## config.mk

```make
export PLATFORM = sky130hd
export DESIGN_NAME = issue_scoreboard
export DESIGN_NICKNAME = d
export VERILOG_FILES = /design/src/rtl/issue_pkg.sv /design/src/rtl/scoreboard_bits.sv /design/src/rtl/issue_scoreboard.sv
export SDC_FILE = /design/constraint.sdc
export NUM_CORES = 1
export LEC_CHECK = 0
export ABC_CLOCK_PERIOD_IN_PS = 3800
export BUFFER_PORTS_ARGS = -buffer_cell sky130_fd_sc_hd__buf_4
export CAP_MARGIN = 10
export CORE_UTILIZATION = 44
export CTS_CLUSTER_SIZE = 16
export DETAILED_ROUTE_END_ITERATION = 6
export GPL_TIMING_DRIVEN = 0
export PLACE_DENSITY_LB_ADDON = 0.08
export SLEW_MARGIN = 10
export SYNTH_ARGS = -nofsm -noshare
export SYNTH_HDL_FRONTEND = slang
export SYNTH_SLANG_ARGS = --single-unit
```

## constraint.sdc

```tcl
create_clock -name clk -period 3.8 [get_ports clk]
set_input_delay 0.19 -clock clk [delete_from_list [all_inputs] [get_ports clk]]
set_output_delay 0.19 -clock clk [all_outputs]
set_load 0.05 [all_outputs]
```

## src/rtl/issue_pkg.sv

```systemverilog
// Shared types for the issue scoreboard: register index, control FSM states
// and the default architectural register count.
package issue_pkg;

  localparam int NREG_DEF = 32;

  typedef logic [4:0] reg_idx_t;

  typedef enum logic [1:0] {
    RUN    = 2'd0,
    DRAIN  = 2'd1,
    HALTED = 2'd2
  } ctrl_state_e;

endpackage

```

## src/rtl/scoreboard_bits.sv

```systemverilog
// Per-register pending-write bits with set/clear ports and lookup taps.
// A set wins over a clear to the same index; flush wipes everything.
module scoreboard_bits
  import issue_pkg::*;
#(
  parameter int NREG = NREG_DEF
) (
  input  logic            clk,
  input  logic            rst_n,
  input  logic            i_setEn,
  input  logic [4:0]      i_setIdx,
  input  logic            i_clrEn,
  input  logic [4:0]      i_clrIdx,
  input  logic            i_flush,
  input  logic [4:0]      i_rs1Idx,
  input  logic [4:0]      i_rs2Idx,
  input  logic [4:0]      i_rdIdx,
  input  logic [4:0]      i_wbIdx,
  output logic [NREG-1:0] o_busyVec,
  output logic            o_rs1Busy,
  output logic            o_rs2Busy,
  output logic            o_rdBusy,
  output logic            o_wbBusy
);

  logic [NREG-1:0] r_busy;
  logic [NREG-1:0] w_busyNext;
  reg_idx_t        w_setIdx;
  reg_idx_t        w_clrIdx;

  assign w_setIdx = i_setIdx;
  assign w_clrIdx = i_clrIdx;

  // Clear first, then set, so a new writer to the retiring register keeps it busy.
  always_comb begin
    w_busyNext = r_busy;
    if (i_clrEn) w_busyNext[w_clrIdx] = 1'b0;
    if (i_setEn && (w_setIdx != '0)) w_busyNext[w_setIdx] = 1'b1;
    if (i_flush) w_busyNext = '0;
    w_busyNext[0] = 1'b0;
  end

  always_ff @(posedge clk or negedge rst_n) begin
    if (!rst_n) r_busy <= '0;
    else        r_busy <= w_busyNext;
  end

  assign o_busyVec = r_busy;
  assign o_rs1Busy = (i_rs1Idx != 5'd0) && r_busy[i_rs1Idx];
  assign o_rs2Busy = (i_rs2Idx != 5'd0) && r_busy[i_rs2Idx];
  assign o_rdBusy  = (i_rdIdx  != 5'd0) && r_busy[i_rdIdx];
  assign o_wbBusy  = (i_wbIdx  != 5'd0) && r_busy[i_wbIdx];

endmodule

```

## src/rtl/issue_scoreboard.sv

```systemverilog
// Register-hazard scoreboard and issue controller between decode and execute.
// Define WB_BYPASS_EN to let a writeback release a dependent in the same cycle.
module issue_scoreboard
  import issue_pkg::*;
#(
  parameter int NREG         = NREG_DEF,
  parameter int MAX_INFLIGHT = 4,
  parameter int STALL_W      = 16
) (
  input  logic               clk,
  input  logic               rst_n,
  input  logic               dec_valid,
  output logic               dec_ready,
  input  logic [4:0]         rs1_ind,
  input  logic               rs1_used,
  input  logic [4:0]         rs2_ind,
  input  logic               rs2_used,
  input  logic [4:0]         rd_ind,
  input  logic               rd_wen,
  input  logic               wb_valid,
  input  logic [4:0]         wb_rd,
  input  logic               flush,
  input  logic               drain_req,
  output logic               drain_done,
  output logic [NREG-1:0]    busy_vec,
  output logic [3:0]         inflight,
  output logic               err,
  output logic [STALL_W-1:0] stall_cnt
);

  ctrl_state_e        r_state;
  logic               r_drainDone;
  logic [3:0]         r_inflight;
  logic               r_err;
  logic [STALL_W-1:0] r_stallCnt;

  logic       w_rs1Busy, w_rs2Busy, w_rdBusy, w_wbBusy;
  logic       w_wbHit, w_hazard, w_issue, w_wr, w_stall;
  logic [3:0] w_effInflight;
  logic [3:0] w_inflightNext;

  scoreboard_bits #(.NREG(NREG)) u_bits (
    .clk       (clk),
    .rst_n     (rst_n),
    .i_setEn   (w_wr),
    .i_setIdx  (rd_ind),
    .i_clrEn   (w_wbHit),
    .i_clrIdx  (wb_rd),
    .i_flush   (flush),
    .i_rs1Idx  (rs1_ind),
    .i_rs2Idx  (rs2_ind),
    .i_rdIdx   (rd_ind),
    .i_wbIdx   (wb_rd),
    .o_busyVec (busy_vec),
    .o_rs1Busy (w_rs1Busy),
    .o_rs2Busy (w_rs2Busy),
    .o_rdBusy  (w_rdBusy),
    .o_wbBusy  (w_wbBusy)
  );

  assign w_wbHit = wb_valid && !flush && w_wbBusy;

`ifdef WB_BYPASS_EN
  // A register retiring this cycle no longer blocks, and frees its inflight slot early.
  assign w_hazard = (rs1_used && w_rs1Busy && !(w_wbHit && (wb_rd == rs1_ind)))
                  | (rs2_used && w_rs2Busy && !(w_wbHit && (wb_rd == rs2_ind)))
                  | (rd_wen   && w_rdBusy  && !(w_wbHit && (wb_rd == rd_ind)));
  assign w_effInflight = r_inflight - {3'd0, w_wbHit};
`else
  assign w_hazard = (rs1_used && w_rs1Busy)
                  | (rs2_used && w_rs2Busy)
                  | (rd_wen   && w_rdBusy);
  assign w_effInflight = r_inflight;
`endif

  assign dec_ready = (r_state == RUN) && !flush && !w_hazard
                   && (w_effInflight < 4'(MAX_INFLIGHT));
  assign w_issue   = dec_valid && dec_ready;
  assign w_wr      = w_issue && rd_wen && (rd_ind != 5'd0);
  assign w_stall   = dec_valid && !dec_ready;

  always_comb begin
    w_inflightNext = r_inflight;
    if (flush)                 w_inflightNext = 4'd0;
    else if (w_wr && !w_wbHit) w_inflightNext = r_inflight + 4'd1;
    else if (!w_wr && w_wbHit) w_inflightNext = r_inflight - 4'd1;
  end

  always_ff @(posedge clk or negedge rst_n) begin
    if (!rst_n) r_inflight <= 4'd0;
    else        r_inflight <= w_inflightNext;
  end

  // Any writeback that finds nothing pending is a protocol error; it latches until reset.
  always_ff @(posedge clk or negedge rst_n) begin
    if (!rst_n)                               r_err <= 1'b0;
    else if (wb_valid && !flush && !w_wbBusy) r_err <= 1'b1;
  end

  always_ff @(posedge clk or negedge rst_n) begin
    if (!rst_n)                           r_stallCnt <= '0;
    else if (w_stall && (r_stallCnt != '1)) r_stallCnt <= r_stallCnt + 1'b1;
  end

  // DRAIN looks at the post-update count so the last writeback halts on the same edge.
  always_ff @(posedge clk or negedge rst_n) begin
    if (!rst_n) begin
      r_state     <= RUN;
      r_drainDone <= 1'b0;
    end else begin
      case (r_state)
        RUN: begin
          if (drain_req) r_state <= DRAIN;
        end
        DRAIN: begin
          if (!drain_req) begin
            r_state <= RUN;
          end else if (w_inflightNext == 4'd0) begin
            r_state     <= HALTED;
            r_drainDone <= 1'b1;
          end
        end
        HALTED: begin
          if (!drain_req) begin
            r_state     <= RUN;
            r_drainDone <= 1'b0;
          end
        end
        default: begin
          r_state     <= RUN;
          r_drainDone <= 1'b0;
        end
      endcase
    end
  end

  assign drain_done = r_drainDone;
  assign inflight   = r_inflight;
  assign err        = r_err;
  assign stall_cnt  = r_stallCnt;

endmodule

```

; Yosys cells after proc, flatten, opt, wreduce, memory -nomap -nowiden
; Index checks and enable logic that the tools add are counted.
[totals]
out_inout_bits = 55
ramBits = 0
memories = 0
word_cells = 94
ff_bits = 55
latchBits = 0
rom_bits = 0
input_bits = 29
[classes]
mux = 27
n_shift = 0
addsub = 3
div_mod_pow = 0
eq_ne = 8
n_bitwise = 6
reduce_logical = 37
magnitude_cmp = 7
multipliers = 0
[ops]
columns = cell, count
row1 = 2-to-1 mux 32 bit, 3
row2 = AND 32 bit, 1
row3 = inverter 32 bit, 1
row4 = bitwise OR 32 bit, 1
row5 = < comparator 5 x 6 -> 1 bit (second input constant), 4
row6 = logical AND 1 bit, 23
row7 = binary-select mux 1 bit (select 5 bit), 4
row8 = nonzero test 5 bit, 4
row9 = adder 16 x 1 -> 16 bit (second input constant), 1
row10 = inequality test 16 bit (second input constant), 1
row11 = 2-to-1 mux 4 bit, 3
row12 = demux 1 bit (select 5 bit), 2
row13 = >= comparator 5 x 1 -> 1 bit (second input constant), 2
row14 = 2-to-1 mux 1 bit, 9
row15 = 2-to-1 mux 2 bit, 4
row16 = inequality test 2 bit (second input constant), 4
row17 = zero test 1 bit, 6
row18 = one-hot mux 2 bit (3 select lines), 1
row19 = adder 4 x 1 -> 4 bit (second input constant), 1
row20 = zero test 4 bit, 1
row21 = < comparator 4 x 3 -> 1 bit (second input constant), 1
row22 = AND reduction 4 bit, 1
row23 = subtractor 4 x 1 -> 4 bit (second input constant), 1
row24 = inequality test 3 bit (second input constant), 1
row25 = other kinds (7), 8

; Depth between registers and ports, before layout
; Gate-level depths: netlist of the first run.
[logic_depth]
ltp_word = 21
mapped_depth = 13
depth_no_buf = 9

; By module
; A second synthesis of the first run with hierarchy kept.
[hier_totals]
hier_cells = 376
hier_area_um2 = 3893.7
[by_module_without_submodules]
columns = mod, area_each_um2, cells_each, seq_area_each_um2, n_inst
row1 = scoreboard_bits, 2643.8, 258, 775.7, 1
row2 = issue_scoreboard, 1249.9, 118, 600.6, 1

; Worst setup path before layout of the first run
; Ideal clock, no wire load.
[synth_path]
kind = register to register
from = reg u_bits.r_busy[21], in the netlist u_bits.o_busyVec[21]
to = reg r_state[0]
t_arrival_ns = 2.719
path_slack_ns = 0.962
required_time_ns = 3.681
path_buffers = 1
path_stages_with_launch = 11
setup_ns = 0.119
synth_period_minus_slack_ns = 2.838
cell_sequence = dfrtp_1 > mux4_2 > nand2_1 > a21boi_1 > o311ai_1 > nand4b_2 > or2_1 > buf_6 > a2111oi_2 > o21ai_1 > nor2b_1
[synth_between]
elab_chain_len = 20
[synth_lines]
columns = element, line_no
row1 = from (decl), scoreboard_bits.sv:26  ; logic [NREG-1:0] r_busy;
row2 = from (signal assigned), scoreboard_bits.sv:45  ; else r_busy <= w_busyNext;
row3 = "binary-select mux 1 bit (select 5 bit), on equally long branches", "scoreboard_bits.sv:49, scoreboard_bits.sv:50"
row4 = "2-to-1 mux 1 bit, on equally long branches", "scoreboard_bits.sv:49, scoreboard_bits.sv:50"
row5 = "logical AND 1 bit, on equally long branches", "scoreboard_bits.sv:49, scoreboard_bits.sv:50"
row6 = "logical AND 1 bit, on equally long branches", "issue_scoreboard.sv:70, issue_scoreboard.sv:71"
row7 = bitwise OR 1 bit, issue_scoreboard.sv:71  ; | (rs2_used && w_rs2Busy)
row8 = bitwise OR 1 bit, issue_scoreboard.sv:72  ; | (rd_wen && w_rdBusy);
row9 = zero test 1 bit, issue_scoreboard.sv:76  ; assign dec_ready = (r_state == RUN) && !flush && !w_hazard
row10 = logical AND 1 bit, issue_scoreboard.sv:76
row11 = (+4 left out), --
row12 = zero test 1 bit, issue_scoreboard.sv:86  ; else if (!w_wr && w_wbHit) w_inflightNext = r_inflight - 4'd1;
row13 = logical AND 1 bit, issue_scoreboard.sv:86
row14 = 2-to-1 mux 4 bit, issue_scoreboard.sv:86
row15 = 2-to-1 mux 4 bit (*), issue_scoreboard.sv:85  ; else if (w_wr && !w_wbHit) w_inflightNext = r_inflight + 4'd1;
row16 = 2-to-1 mux 4 bit (*), issue_scoreboard.sv:84  ; if (flush) w_inflightNext = 4'd0;
row17 = zero test 4 bit (*), issue_scoreboard.sv:118  ; end else if (w_inflightNext == 4'd0) begin
row18 = inequality test 3 bit (no source line) (*), --
row19 = AND reduction 3 bit (no source line) (*), --
row20 = to (signal assigned), issue_scoreboard.sv:117  ; r_state <= RUN;
row21 = to (signal assigned), issue_scoreboard.sv:119  ; r_state <= HALTED;
row22 = to (signal assigned), issue_scoreboard.sv:125  ; r_state <= RUN;
row23 = to (decl), issue_scoreboard.sv:31  ; ctrl_state_e r_state;
; Every way passes the cells marked *; elsewhere a longest branch is shown, timed or not. The select of a mux whose other input is x is not followed.
; A chain may end at the register's enable or synchronous reset.

; Worst setup path in the final report of the first run
[layout_path]
from = reg u_bits.r_busy[4], in the netlist u_bits.o_busyVec[4]
to = reg u_bits.r_busy[17], in the netlist u_bits.o_busyVec[17]
[layout_between]
elab_chain_len = 15
[layout_lines]
columns = element, line_no
row1 = "binary-select mux 1 bit (select 5 bit), on equally long branches", "scoreboard_bits.sv:49, scoreboard_bits.sv:50"
row2 = "2-to-1 mux 1 bit, on equally long branches", "scoreboard_bits.sv:49, scoreboard_bits.sv:50"
row3 = "logical AND 1 bit, on equally long branches", "scoreboard_bits.sv:49, scoreboard_bits.sv:50"
row4 = "logical AND 1 bit, on equally long branches", "issue_scoreboard.sv:70, issue_scoreboard.sv:71"
row5 = bitwise OR 1 bit, issue_scoreboard.sv:71
row6 = bitwise OR 1 bit, issue_scoreboard.sv:72
row7 = zero test 1 bit, issue_scoreboard.sv:76
row8 = logical AND 1 bit, issue_scoreboard.sv:76
row9 = logical AND 1 bit, issue_scoreboard.sv:77  ; && (w_effInflight < 4'(MAX_INFLIGHT));
row10 = logical AND 1 bit, issue_scoreboard.sv:78  ; assign w_issue = dec_valid && dec_ready;
row11 = logical AND 1 bit (2 in series), issue_scoreboard.sv:79  ; assign w_wr = w_issue && rd_wen && (rd_ind != 5'd0);
row12 = logical AND 1 bit, scoreboard_bits.sv:38  ; if (i_setEn && (w_setIdx != '0)) w_busyNext[w_setIdx] = 1'b1;
row13 = 2-to-1 mux 32 bit (*), scoreboard_bits.sv:38
row14 = 2-to-1 mux 32 bit (*), scoreboard_bits.sv:39  ; if (i_flush) w_busyNext = '0;
row15 = via u_bits.w_busyNext[17], scoreboard_bits.sv:27  ; logic [NREG-1:0] w_busyNext;
; Mark *: on every way through the listed nets, which the timed path passes. The rest lies on a longest branch. The select of a mux whose other input is x is not followed.

==> results of run 1 <==
cell usage in the layout, fill, tap and decap left out, drive strengths merged, types with 8 or more instances in the layout:
master | synthesis | layout
o21ai | 42 | 42
mux4 | 15 | 15
mux2i | 24 | 24
inv | 14 | 17
buf | 14 | 91
nand2 | 43 | 43
dfrtp | 55 | 55
nand4 | 15 | 15
clkbuf | 15 | 20
mux2 | 10 | 10
nor3 | 8 | 8
nand2b | 9 | 9
nor2 | 17 | 17
xnor2 | 11 | 11
nand3 | 16 | 16
a21oi | 34 | 34
nor2b | 8 | 8
power breakdown:
group	total [mW]	switching, mW	leakage (nW)	internal [mW]
Sequential	0.683	0.0543	0.747	0.628
Combinational	0.478	0.313	1.28	0.166
Clock	0.359	0.222	0.0495	0.138
worst paths after layout:
check                                            endpoint                           from  depth (start not counted)  slack (ns)
min                                r_state[1]$_DFFE_PN0P_                      drain_req                          3        0.14
min in group asynchronous  u_bits.o_busyVec[17]$_DFF_PN0_                          rst_n                          2        0.46
max reg2reg                u_bits.o_busyVec[17]$_DFF_PN0_  u_bits.o_busyVec[4]$_DFF_PN0_                         10        0.43
min reg2reg                      stall_cnt[9]$_DFFE_PN0P_       stall_cnt[9]$_DFFE_PN0P_                          1        0.49
max                        u_bits.o_busyVec[17]$_DFF_PN0_  u_bits.o_busyVec[4]$_DFF_PN0_                         10        0.43
max in group asynchronous           inflight[3]$_DFF_PN0_                          rst_n                          2        2.87
synthesized netlist by cell type, drive strengths merged (2+ instances only):
cell | number | area share, %
dfrtp | 55 | 34
o32ai | 5 | 1.1
or4 | 4 | 0.74
and2 | 2 | 0.37
mux2 | 10 | 2.9
and3b | 2 | 0.43
nor3b | 5 | 0.93
mux2i | 24 | 5.9
nor4 | 2 | 0.31
nand2b | 9 | 1.4
buf | 14 | 2.4
clkbuf | 15 | 1.4
nor2 | 17 | 1.8
a311oi | 2 | 0.59
nand2 | 43 | 4.0
and3 | 5 | 0.77
a22o | 2 | 0.43
a211oi | 2 | 0.37
nand4b | 3 | 0.81
a21oi | 34 | 4.2
nor3 | 8 | 1.5
nor2b | 8 | 1.2
xor2 | 6 | 1.3
nand3b | 3 | 0.56
a32oi | 2 | 0.43
xnor2 | 11 | 2.4
nand4 | 15 | 2.3
o21ai | 42 | 5.2
or3 | 5 | 0.77
mux4 | 15 | 8.4
a221oi | 3 | 0.65
or2 | 5 | 0.77
inv | 14 | 1.3
ha | 3 | 0.93
o22ai | 3 | 0.46
and4b | 2 | 0.50
a31oi | 3 | 0.46
nand3 | 16 | 2.0
timing repair:
action	CTS	global route
hold endpoints to repair	55	0
hold buffers	1	0
endpoints found under the setup margin	0	0
layer usage:
layer  up-vias  GRT usage (%)
met3        27           5.15
met4         0           9.67
met5         -              0
met1      1869           40.1
met2       205           40.0
li1       1798              -
cells by family (layout without fill, tap and decap cells):
kind of cell               after synthesis  count (layout)
AOI/OAI and AO/OA                      109             109
xor gates and xnor gates                17              17
adders and majority gates                3               3
buffers and inverters                   43             129
DFF                                     55              55
muxes                                   49              49
other                                    1               1
and+or+nand+nor                        159             159
registers in the layout (all words and copies together), names as in the netlist:
register	cells
r_state	2
stall_cnt	16
drain_done	1
err	1
inflight	4
u_bits.o_busyVec	31
critical path: cells and delay by family, from the launching register on:
family,cells,cell delay [ns]
and+or+nand+nor,4,0.99
muxes,1,0.50
buffers and inverters,2,0.49
AOI/OAI and AO/OA,3,0.78
DFF,1,0.54
cell type report:
type | count | area [um^2] | area share [%]
clock inverters | 3 | 26.3 | 0.541
plain buffers | 29 | 155 | 3.19
clock buffers | 5 | 68.8 | 1.42
multi-input cells | 338 | 2460 | 50.6
flip-flops and latches | 55 | 1380 | 28.3
inverters | 14 | 52.6 | 1.08
well taps | 108 | 135 | 2.78
repair buffers | 78 | 588 | 12.1
per-stage QoR:
step / std cells / cell area, um^2 / util [%] / total power, mW / hold WS [ns]
5_1_grt: 630 / 4860 / 55.2 / 1.60 / 0.157
2_1_floorplan: 436 / 4040 / - / 1.02 / -0.106
4_1_cts: 630 / 4860 / 55.2 / 1.53 / 0.134
6_report: 630 / 4860 / 55.2 / 1.52 / 0.139
3_5_place_dp: 621 / 4750 / 54.0 / 1.17 / 0.300
3_3_place_gp: 621 / 4750 / 54.0 / 1.17 / 0.286
==> results.yml, run 1 <==
cts:
  numCtsBuffers: 5
  clock_path_buffers: 2
  cts.clk_slew.worst_paths_ns: 0.12
  cts_resized: 0
  insertion_delay_ns: 0.32
  post_cts_buffers: 0
  clock-root-buffer: "clkbuf_8"
  cts-htree-levels: 2
  cts_tree: "built"
  numClockSinks: 55
final_layout:
  drive_above_1_share_pct: 24.9
  nFillCells: 860
  fin_nets: 553
  num_antenna_cells: 0
  syn2layout_area_growth_pct: 20.3
drt:
  first_pass_iters: 7
  routedWlPerCell_um: 20.3
  antenna_left: 0
  wl_met2_mm: 5.56
  wl_met1_mm: 5.72
  routed_wl_mm: 12.8
  drc_errors: 14
  top_layer: "met4"
  routed_via_density: 6.19
  dr_wl_met3_mm: 1.15
  vias: 3899
  drt_iter0_markers: 359
setup_path:
  worst_setup_path_start_kind: "register"
  slowest_stage: "dfrtp_1"
  worstPathArrival_ns: 3.61
  critPathMaxFanout: 10
  cp-end-kind: "register"
  max_stage_delay_ns: 0.54
  criticalPathCategory: "reg -> reg"
  cp.required_ns: 4.04
  path_cells: "mux4_2 > inv_1 > a221oi_1 > o311ai_1 > nand4b_2 > nor2_4 > and3_1 > clkbuf_1 > nand2_1 > a21oi_1"
power:
  power_density_nw_per_um2: 313
  ir_drop_uv: 217
  p_leak_nw: 2.07
synthesis:
  synth_top_family_by_area: "simple AND/OR/NAND/NOR gates"
  async_flop_share_pct: 100
  synth_adder_area_share_pct: 0.929
  synth_mux_area_share_pct: 17.2
  synth_compound_area_share_pct: 16.4
  synth_cells: 436
  synth-simple-area-share_pct: 22.5
  synth_area_um2: 4040
  synth_xor_area_share_pct: 3.69
  synth-seq-cells: 55
  ys_warn_count: 0
  seq_area_frac_synth_pct: 34.1
  synth_ff_type: "dfrtp_1"
  ys_types: 66
  synth_nets: 468
  synth_edf_count: 0
  avgSynthCellArea_um2: 9.27
global_route:
  grt_pass1_vias: 3774
  grt_remaining_overflow: 0
  grtUsageTotal_pct: 27.3
  grt_pass1_wl_mm: 20.2
  antenna_found_initial: 0
  grt_max_degree: 56
place:
  port_buffers: 77
  hpwl_mm: 9.23
  dp_worst_setup_slack_ns: 0.592
  globalplace.congestion: 0.994
sta:
  slew_violations: 0
  setup_viol: 0
  slew_headroom_pct: 51.8
  rsz0062_at_grt: "no"
  clock_skew_ns: 0.0142
  hold_viol_final: 0
  max_freq_mhz: 297
  period_share_pct: 88.6
  min_period_ns: 3.37
  fin_setup_tns_ns: 0
  worst_slew_pin_slew_ns: 0.722
  worst_slack_ns: 0.432
die:
  die_area_um2: 9570
  die_h_um: 97.8
  ios: 84
  die_w_um: 97.8
  fp-row-count: 34
  coreArea_um2: 8810
  initial_core_util_pct: 45.9
outcome:
  outcome: "finished, violations left"
  failed_checks: "DRC"
hold_path:
  hold_class: "in -> reg"
flow_run:
  cap_violations: 0
(Power assumes the default switching activity.)
==> inputs of run 2 (changes only) <==
Settings changed: CORE_UTILIZATION 44 to 25.
==> run 2 against run 1 <==
Final area is 4.0% higher. Global-route usage is 8.5 points lower. Sequential power hardly changed. Clock-buffer cell count stayed put. The flow now finishes without violations. Non-clock buffer count stayed put. Worst hold slack hardly changed. Total power is 10% higher. Setup slack better by 0.069 ns. Die area is 74% higher.
==> results.yml, run 2 (same netlist as run 1, synthesis figures left out) <==
cts:
  cts_tree: "built"
  clock-root-buffer: "clkbuf_16"
  insertion_delay_ns: 0.31
  numCtsBuffers: 5
  numClockSinks: 55
  cts-htree-levels: 2
  post_cts_buffers: 0
  clock_path_buffers: 2
  ctsHoldBuffers: 1
  cts_resized: 0
  cts.clk_slew.worst_paths_ns: 0.08
final_layout:
  postLayoutCellArea_um2: 5050
  largest_reg_flops: 31
  final_common_cell: "buf_4"
  drive_above_1_share_pct: 24.9
  layoutNonFillerInstCount: 738
  nFillCells: 1664
  num_antenna_cells: 0
  syn2layout_area_growth_pct: 25.1
  fin_nets: 553
  final_cell_mix: "buf_4 (81), dfrtp_1 (55), nand2_1 (43), o21ai_0 (37), a21oi_1 (34)"
drt:
  routedWlPerCell_um: 20.6
  routed_wl_mm: 15.2
  first_pass_iters: 5
  vias: 3907
  antenna_left: 0
  drt_iter0_markers: 264
  drc_errors: 0
  routed_via_density: 5.29
hold_path:
  whs_path_depth: 3
  hold_class: "in -> reg"
power:
  ir_drop_uv: 164
  switching_power_uw: 633
  p_leak_nw: 2.10
  pwr-share-seq_pct: 40.7
  clockPowerShare_pct: 30.2
  combPwrFrac_pct: 29.2
  power_density_nw_per_um2: 332
  internal-power_mw: 1.05
  switching_share_pct: 37.7
setup_path:
  worst_setup_path_start_kind: "register"
  worstPathArrival_ns: 3.53
  cp.required_ns: 4.03
  criticalPathCategory: "reg -> reg"
  reg2reg_depth: 10
  cp-end-kind: "register"
  critPathMaxFanout: 10
global_route:
  grtUsageTotal_pct: 18.8
  grt_remaining_overflow: 0
  antenna_found_initial: 0
  grt_pass1_vias: 3822
  grt_max_degree: 56
  grt_pass1_wl_mm: 23.0
sta:
  fin_setup_tns_ns: 0
  hold_viol_final: 0
  slew_violations: 0
  setup_viol: 0
  rsz0062_at_grt: "no"
  min_period_ns: 3.30
  max_freq_mhz: 303
  period_share_pct: 86.8
  worst_slew_pin_slew_ns: 0.772
  clock_skew_ns: 0.00911
  slew_headroom_pct: 48.5
die:
  die_h_um: 129
  die_w_um: 129
  coreArea_um2: 15800
  initial_core_util_pct: 25.5
  ios: 84
  fp-row-count: 46
  die_area_um2: 16700
flow_run:
  cap_violations: 0
place:
  hpwl_mm: 11.3
  port_buffers: 77
  globalplace.congestion: 0.850
  placed_cells_incl_taps: 729
  dpl_cell_area_um2: 4890
outcome:
  outcome: "completed"
-- run 2: metrics by stage --
step | setup WS [ns] | utilization, % | total power [mW] | hold slack [ns]
2_1_floorplan | 0.962 | - | 1.02 | -0.106
3_3_place_gp | 0.480 | 30.9 | 1.18 | 0.316
3_5_place_dp | 0.466 | 30.9 | 1.19 | 0.318
4_1_cts | 0.546 | 31.9 | 1.71 | 0.133
5_1_grt | 0.322 | 31.9 | 1.77 | 0.157
6_report | 0.501 | 31.9 | 1.68 | 0.139
-- run 2: layout make-up --
type | instances | area (um^2) | area share (%)
multi-input combinational | 338 | 2460 | 48.6
clock inverter | 3 | 28.8 | 0.570
buffer | 29 | 155 | 3.07
sequential | 55 | 1380 | 27.2
inverter | 14 | 52.6 | 1.04
timing repair buffer | 78 | 588 | 11.6
clock buffer | 5 | 125 | 2.48
tap | 216 | 270 | 5.35
-- run 2: worst max-delay path, stage by stage (launching register included) --
cell and delay [ns]:
dfrtp_1 0.47, mux4_2 0.50, nand2_1 0.10, a21boi_1 0.06, o311ai_1 0.42, nand4b_2 0.27
nor2_4 0.38, and3_1 0.20, clkbuf_1 0.50, nand2_1 0.13, a21oi_1 0.19
-- run 2: worst paths after layout --
check | endpoint | from | slack [ns]
max | u_bits.o_busyVec[5]$_DFF_PN0_ | u_bits.o_busyVec[22]$_DFF_PN0_ | 0.50
min | r_state[1]$_DFFE_PN0P_ | drain_req | 0.14
max reg2reg | u_bits.o_busyVec[5]$_DFF_PN0_ | u_bits.o_busyVec[22]$_DFF_PN0_ | 0.50
min reg2reg | err$_DFFE_PN0P_ | err$_DFFE_PN0P_ | 0.47
max in group asynchronous | stall_cnt[1]$_DFFE_PN0P_ | rst_n | 2.81
min in group asynchronous | drain_done$_DFFE_PN0P_ | rst_n | 0.49
-- run 2: per-layer routing --
metal	wire length [um]	GRT usage, %	vias to the layer above
met5	0	0	-
met4	338	7.20	0
met3	915	3.67	25
met2	7060	29.4	159
met1	6870	25.4	1926
li1	-	-	1797
-- run 2: power groups by stage --
stage | sequential, mW | clock [mW] | combinational (mW)
after global routing | 0.695 | 0.547 | 0.527
final | 0.684 | 0.507 | 0.490
after floorplan | 0.825 | 0 | 0.190
after global placement | 0.696 | 0 | 0.489
after CTS | 0.685 | 0.527 | 0.494
after detailed placement | 0.696 | 0 | 0.492
==> inputs of run 3 (changes only) <==
Settings changed: PLACE_DENSITY set to 0.51, PLACE_DENSITY_LB_ADDON 0.08 to not set.
==> run 3 against run 2 <==
Total power increased by 3.1%. Sequential cell count unchanged. Utilization increased by 0.12 points. Combinational power about the same. Sequential power about the same. Routed wire length decreased by 2.1%. Final area increased by 0.37%. Largest cell class unchanged. Largest power group unchanged.
==> results.yml, run 3 (same netlist as run 1, synthesis figures left out) <==
sta:
  worst_slack_ns: 0.489
  setup_viol: 0
  hold_viol_final: 0
  period_share_pct: 87.1
  clock_skew_ns: 0.00979
  slew_headroom_pct: 45.8
  slew_violations: 0
  worst_slew_pin_slew_ns: 0.811
  max_freq_mhz: 302
  min_period_ns: 3.31
  rsz0062_at_grt: "no"
  fin_setup_tns_ns: 0
die:
  coreArea_um2: 15800
  ios: 84
  fp-row-count: 46
  die_w_um: 129
  initial_core_util_pct: 25.5
  die_area_um2: 16700
  die_h_um: 129
global_route:
  grt_remaining_overflow: 0
  antenna_found_initial: 0
  grtUsageTotal_pct: 18.1
  grt_pass1_wl_mm: 22.4
  grt_max_degree: 56
  grt_pass1_vias: 3823
final_layout:
  num_antenna_cells: 0
  fin_util_pct: 32.0
  final_common_cell: "buf_4"
  drive_above_1_share_pct: 24.9
  fin_nets: 553
  syn2layout_area_growth_pct: 25.5
  layoutNonFillerInstCount: 738
  final_cell_mix: "buf_4 (81), dfrtp_1 (55), nand2_1 (43), o21ai_0 (37), a21oi_1 (34)"
  largest_reg_flops: 31
outcome:
  outcome: "completed"
hold_path:
  hold_class: "in -> reg"
cts:
  cts.clk_slew.worst_paths_ns: 0.08
  clock_path_buffers: 2
  numCtsBuffers: 5
  insertion_delay_ns: 0.30
  clock-root-buffer: "clkbuf_16"
  numClockSinks: 55
  post_cts_buffers: 0
  cts_tree: "built"
  cts-htree-levels: 2
setup_path:
  critPathMaxFanout: 10
  cp-end-kind: "register"
  worst_setup_path_start_kind: "register"
  worstPathArrival_ns: 3.53
  criticalPathCategory: "reg -> reg"
  cp.required_ns: 4.02
drt:
  drc_errors: 0
  routed_via_density: 5.44
  routed_wl_mm: 14.9
  vias: 4014
  antenna_left: 0
  routedWlPerCell_um: 20.1
  first_pass_iters: 5
  drt_iter0_markers: 377
place:
  globalplace.congestion: 0.946
  dp_worst_setup_slack_ns: 0.531
  placed_cells_incl_taps: 729
  port_buffers: 77
  hpwl_mm: 10.9
power:
  power_density_nw_per_um2: 341
  power_mw: 1.73
  p_leak_nw: 2.11
  ir_drop_uv: 191
flow_run:
  cap_violations: 0
==> run 3: cell count changes in the layout (fill, tap and decap cells not counted), sizes merged <==
cell,before,now
clkinv,2,1
bufinv,0,1
==> run 3: worst paths after layout <==
| path | cells after the start | slack (ns) | startpoint | end |
|---|---|---|---|---|
| max | 10 | 0.49 | u_bits.o_busyVec[18]$_DFF_PN0_ | u_bits.o_busyVec[9]$_DFF_PN0_ |
| min | 3 | 0.16 | drain_req | r_state[1]$_DFFE_PN0P_ |
| max reg2reg | 10 | 0.49 | u_bits.o_busyVec[18]$_DFF_PN0_ | u_bits.o_busyVec[9]$_DFF_PN0_ |
| min reg2reg | 2 | 0.49 | drain_done$_DFFE_PN0P_ | drain_done$_DFFE_PN0P_ |
| max in group asynchronous | 2 | 2.83 | rst_n | u_bits.o_busyVec[7]$_DFF_PN0_ |
| min in group asynchronous | 2 | 0.49 | rst_n | stall_cnt[15]$_DFFE_PN0P_ |
==> run 3: worst max-delay path, cell delays in order (launching register included) <==
cell and delay [ns]:
dfrtp_1 0.48, mux4_2 0.51, nand2_1 0.10, a21boi_1 0.06
o311ai_1 0.41, nand4b_2 0.27, nor2_4 0.39, and3_1 0.20
clkbuf_1 0.49, nand2_1 0.13, a21oi_1 0.19
==> run 3: what timing repair did <==
item / in CTS / in global routing
hold buffers: 1 / 0
resized for setup: 0 / 0
hold endpoints to repair: 55 / 0
==> run 3: layout make-up <==
cell class,instances,area (um^2)
tap,216,270
fill,1651,10800
inverter,14,52.6
multi-input combinational,338,2460
buffer,29,155
sequential,55,1380
timing repair buffer,78,588
clock buffer,5,125
clock inverter,3,47.5
==> run 3: power breakdown <==
part,internal [mW],total [mW],switching (mW)
clock network,0.316,0.559,0.243
logic,0.166,0.487,0.320
registers,0.628,0.686,0.0576
total,1.11,1.73,0.621
==> run 3: through the flow <==
| stage | area, um^2 | hold slack, ns |
|---|---|---|
| floorplan | 4040 | -0.106 |
| global placement | 4890 | 0.296 |
| detailed placement | 4890 | 0.306 |
| CTS | 5070 | 0.161 |
| global route | 5070 | 0.172 |
| finish | 5070 | 0.165 |
==> run 3: layer usage <==
metal	vias up	GRT usage, %	wire length (um)	share of wire [%]
met5	-	0	0	0
met4	0	6.23	361	2.4
met3	26	3.14	1100	7.4
met2	232	27.9	6710	45
met1	1952	25.3	6700	45
li1	1804	-	-	-
